[config.mk]
export PLATFORM = sky130hd
export DESIGN_NAME = fetch_queue_unit
export DESIGN_NICKNAME = d
export VERILOG_FILES = /design/src/rtl/fetch_queue_unit.sv
export SDC_FILE = /design/constraint.sdc
export NUM_CORES = 1
export LEC_CHECK = 0
export CAP_MARGIN = 20
export CORE_MARGIN = 8
export CORE_UTILIZATION = 30
export CTS_CLUSTER_DIAMETER = 200
export DETAILED_ROUTE_END_ITERATION = 8
export HOLD_SLACK_MARGIN = 0.12
export SETUP_SLACK_MARGIN = 0.4
export SLEW_MARGIN = 20
export SYNTH_ARGS = -nofsm -noshare
export SYNTH_HDL_FRONTEND = slang
export SYNTH_SLANG_ARGS = --single-unit
[constraint.sdc]
create_clock -name clk -period 8.15 [get_ports clk]
set_input_delay 1.2225 -clock clk [delete_from_list [all_inputs] [get_ports clk]]
set_output_delay 1.2225 -clock clk [all_outputs]
set_load 0.05 [all_outputs]
[src/rtl/fetch_queue_unit.sv]
// Instruction-fetch front end: sequential PC generation, credit-limited requests to an
// in-order variable-latency memory, and a DEPTH-entry instruction queue toward decode.
module fetch_queue_unit #(
    parameter int unsigned        XLEN     = 32,
    parameter int unsigned        DEPTH    = 4,
    parameter logic [XLEN-1:0]    RESET_PC = '0
) (
    input  logic            clk,
    input  logic            rst,
    input  logic            redirect,
    input  logic [XLEN-1:0] redirect_pc,
    output logic            imem_req,
    output logic [XLEN-1:0] imem_addr,
    input  logic            imem_gnt,
    input  logic            imem_rvalid,
    input  logic [31:0]     imem_rdata,
    output logic            out_valid,
    input  logic            out_ready,
    output logic [31:0]     out_instr,
    output logic [XLEN-1:0] out_pc,
    output logic [XLEN-1:0] out_pc4
);

    localparam int unsigned PW = $clog2(DEPTH);
    localparam int unsigned CW = PW + 1;
    localparam int unsigned UW = CW + 1;

    logic [31:0]     instr_q [DEPTH];
    logic [XLEN-1:0] pc_q    [DEPTH];
    logic [PW-1:0]   rptr;
    logic [PW-1:0]   wptr;
    logic [CW-1:0]   count;
    logic [CW-1:0]   inflight;
    logic [CW-1:0]   drop;
    logic [XLEN-1:0] fetch_pc;
    logic [XLEN-1:0] rsp_pc;

    logic            issue;
    logic            rsp_hit;
    logic            push;
    logic            pop;
    logic [UW-1:0]   used;
    logic [XLEN-1:0] target_pc;

    // Dropped in-flight requests still hold a credit, so the queue can never overflow.
    assign used      = UW'(count) + UW'(inflight);
    assign imem_req  = rst && !redirect && (used < UW'(DEPTH));
    assign imem_addr = fetch_pc;
    assign target_pc = redirect_pc & ~XLEN'(3);

    assign issue   = imem_req && imem_gnt;
    assign rsp_hit = imem_rvalid && (inflight != '0);
    assign push    = rsp_hit && (drop == '0) && !redirect;
    assign pop     = out_valid && out_ready;

    assign out_valid = (count != '0);
    assign out_instr = out_valid ? instr_q[rptr] : '0;
    assign out_pc    = out_valid ? pc_q[rptr] : '0;
    assign out_pc4   = out_valid ? pc_q[rptr] + XLEN'(4) : '0;

    // Control state; a redirect flushes the queue and converts all in-flight fetches to drops.
    always_ff @(posedge clk or negedge rst) begin
        if (!rst) begin
            fetch_pc <= RESET_PC;
            rsp_pc   <= RESET_PC;
            inflight <= '0;
            drop     <= '0;
            count    <= '0;
            rptr     <= '0;
            wptr     <= '0;
        end else if (redirect) begin
            fetch_pc <= target_pc;
            rsp_pc   <= target_pc;
            inflight <= inflight - CW'(rsp_hit);
            drop     <= inflight - CW'(rsp_hit);
            count    <= '0;
            rptr     <= '0;
            wptr     <= '0;
        end else begin
            if (issue) begin
                fetch_pc <= fetch_pc + XLEN'(4);
            end
            inflight <= inflight + CW'(issue) - CW'(rsp_hit);
            if (rsp_hit && (drop != '0)) begin
                drop <= drop - CW'(1);
            end
            if (push) begin
                rsp_pc <= rsp_pc + XLEN'(4);
                wptr   <= wptr + PW'(1);
            end
            if (pop) begin
                rptr <= rptr + PW'(1);
            end
            count <= count + CW'(push) - CW'(pop);
        end
    end

    // Queue storage; contents are only visible through the gated head outputs.
    always_ff @(posedge clk) begin
        if (push) begin
            instr_q[wptr] <= imem_rdata;
            pc_q[wptr]    <= rsp_pc;
        end
    end

endmodule
==> results.sh <==
export IMPL_outcome="completed"
export IMPL_fin_cells=1821
export IMPL_hold_depth=2
export IMPL_critPathLaunchType="flip-flop"
export IMPL_rows=80
export IMPL_rr_endpoint="inflight[2]$_DFF_PN0_"
export IMPL_cp_max_fo=35
export IMPL_use_met1_pct=18.6
export IMPL_clock_path_buffers=3
export IMPL_fmax_ghz=0.166
export IMPL_tightest_slew_ps=996
export IMPL_fin_nets=1273
export IMPL_grt_max_degree=66
export IMPL_insertion_delay_ps=530
export IMPL_regToRegSetupSlack_ps=4570
export IMPL_drc=0
export IMPL_final_max_slew_violation_count=0
export IMPL_holdPathEnd="drop[1]$_DFFE_PN0P_"
export IMPL_track_usage_pct=13.0
export IMPL_vdd_ir_drop_max_mv=0.143
export IMPL_fin_total_pwr_mw=6.14
export IMPL_power_density_nw_per_um2=340
export IMPL_core_area_um2=47600
export IMPL_synthTopCellsByCount="edfxtp_1, dfrtp_1, and2_1, nand2_1, mux4_2"
export IMPL_io_buffers=191
export IMPL_worstReg2RegStart="count[1]$_DFF_PN0_"
export IMPL_num_vias=9031
export IMPL_wire_per_inst_um=20.2
export IMPL_synth_area_leader_cell="edfxtp_1"
export IMPL_yosysMostFrequentCell="edfxtp_1"
export IMPL_cts_max_level=2
export IMPL_antenna_found_initial=0
export IMPL_hold_path_class="reg2reg"
export IMPL_clock_sinks=321
export IMPL_cts_tree="built"
export IMPL_synth_edf_count=248
export IMPL_die_area_um2=55500
export IMPL_endpoint_kind="output pin"
export IMPL_placed_cells=1761
export IMPL_clk_pin_slew_worst_paths_ps=60
export IMPL_period_needed_ps=6010
export IMPL_first_pass_iters=4
export IMPL_use_met2_pct=19.8
export IMPL_grt_pass1_wl_um=56600
export IMPL_clock_skew_final_ps=14.9
export IMPL_worstPathRequired_ps=6930
export IMPL_place_gp_congestion=0.814
export IMPL_globalRouteOverflowTotal=0
export IMPL_syn_inst=991
export IMPL_via_per_inst=4.96
export IMPL_leakagePower_nw=6.08
export IMPL_seq_area_frac_synth_pct=64.2
export IMPL_area_growth_pct=24.8
export IMPL_grt_pass1_vias=9190
export IMPL_async_reset_ff_share_pct=22.7
export IMPL_routed_wl_um=36900
export IMPL_synth_cell_types=55
export IMPL_dr_first_iter_drc_count=593
export IMPL_grt_use_met3_pct=3.08
export IMPL_initial_utilization_pct=30.3
export IMPL_dpl_cell_area_um2=17000
export IMPL_io_pins=200
export IMPL_maxCapViolations=0
export IMPL_cts_setup_buffers=0
export IMPL_layout_drive_gt1_share_pct=12.2
export IMPL_dp_hpwl_um=24200
export IMPL_setup_tns_ps=0
export IMPL_synth_area_leaders="edfxtp_1, dfrtp_1, mux4_2"
export IMPL_numCtsBuffers=36
export IMPL_r2r_cells=12
export IMPL_finalInstanceArea_um2=18000
export IMPL_n_antenna_cell=0
export IMPL_ant_nets=0
export IMPL_cp_arrival_ps=4790
export IMPL_avgSynthCellArea_um2=14.6
export IMPL_netlist_area_um2=14500
export IMPL_root_buffer="clkbuf_16"
export IMPL_synth_top_area_share_pct=51.5
export IMPL_die_h_um=235
export IMPL_synthFlopType="edfxtp_1"
export IMPL_ys_ff_latch=321
export IMPL_top_usage_layer="met2"
export IMPL_cts_hold_buf=0
export IMPL_cts_resized=0
export IMPL_relSlewSlack_pct=33.6
export IMPL_die_x_um=235
export IMPL_rsz0062_at_grt="no"
export IMPL_ys_warn_count=0
export IMPL_min_period_over_period_pct=73.8
export IMPL_path_class="reg2out"
export IMPL_hold_violations=0
export IMPL_hp_start="drop[1]$_DFFE_PN0P_"
export IMPL_setup_viol=0
## how the worst max path moves through the flow
stage / from / endpoint / slack (ps) / cells after the start
after global placement: rptr[0]$_DFFE_PN0P_ / out_pc4[26] / 2580 / 7
after global routing: rptr[0]$_DFFE_PN0P_ / out_pc4[26] / 1790 / 7
after detailed placement: rptr[0]$_DFFE_PN0P_ / out_pc4[26] / 2550 / 7
after floorplan: rptr[0]$_DFFE_PN0P_ / out_pc4[30] / 3700 / 9
final: rptr[0]$_DFFE_PN0P_ / out_pc4[26] / 2140 / 7
after CTS: rptr[0]$_DFFE_PN0P_ / out_pc4[28] / 1950 / 7
## per-stage QoR
stage          hold WS (ps)  setup WS (ps)  utilization, %
4_1_cts                 560           1950            37.9
5_1_grt                 589           1790            37.9
3_5_place_dp            539           2550            35.6
2_1_floorplan           476           3700               -
3_3_place_gp            531           2580            35.6
6_report                549           2140            37.9
## state kept, by name, summed over array words and instances (netlist names)
name	flops
count	3
drop	3
imem_addr	30
inflight	3
instr_q	128
pc_q	120
rptr	2
rsp_pc	30
wptr	2
## cell type report
class | count | area (um2)
Multi-Input combinational cell | 591 | 4820
Clock buffer | 45 | 966
Inverter | 31 | 116
Sequential cell | 321 | 9280
Tap cell | 615 | 769
Clock inverter | 15 | 90.1
Fill cell | 4563 | 29600
Timing Repair Buffer | 203 | 1990
## cell usage in the layout (no fill, tap or decap), drive strengths merged, types with 35 or more instances in the layout
master | synthesis | layout
nor2 | 46 | 46
nand3 | 37 | 37
clkbuf | 31 | 45
mux4 | 62 | 62
edfxtp | 248 | 248
clkdlybuf4s50 | 0 | 189
dfrtp | 73 | 73
and2 | 71 | 71
o21ai | 35 | 35
nand2 | 67 | 67
## routing by layer
layer | vias up | part of all wire [%]
li1 | 4178 | -
met1 | 4531 | 48
met2 | 282 | 44
met3 | 40 | 6.3
met4 | 0 | 1.6
met5 | - | 0
## report_power, final
group | internal [mW] | switching, mW
registers | 1.88 | 0.151
logic | 0.916 | 1.72
clock network | 0.863 | 0.614
## critical path, stage by stage, from the launching register on
cell and delay, ps:
dfrtp_4 890, buf_4 620, mux4_1 480, nand2_1 150, or4_4 630, or4_1 430
a21oi_1 170, clkdlybuf4s50_1 830
## cell families after synthesis
family / count (synthesis) / share of synthesized area [%]
simple gates: 337 / 12.9
compound gates: 103 / 4.50
buf+inv: 84 / 2.64
xor+xnor: 47 / 2.85
other cells: 1 / 0.0259
fa+ha+maj: 19 / 1.75
mux: 79 / 11.2
flops: 321 / 64.2
No activity file was read; power rests on OpenSTA's default activity.
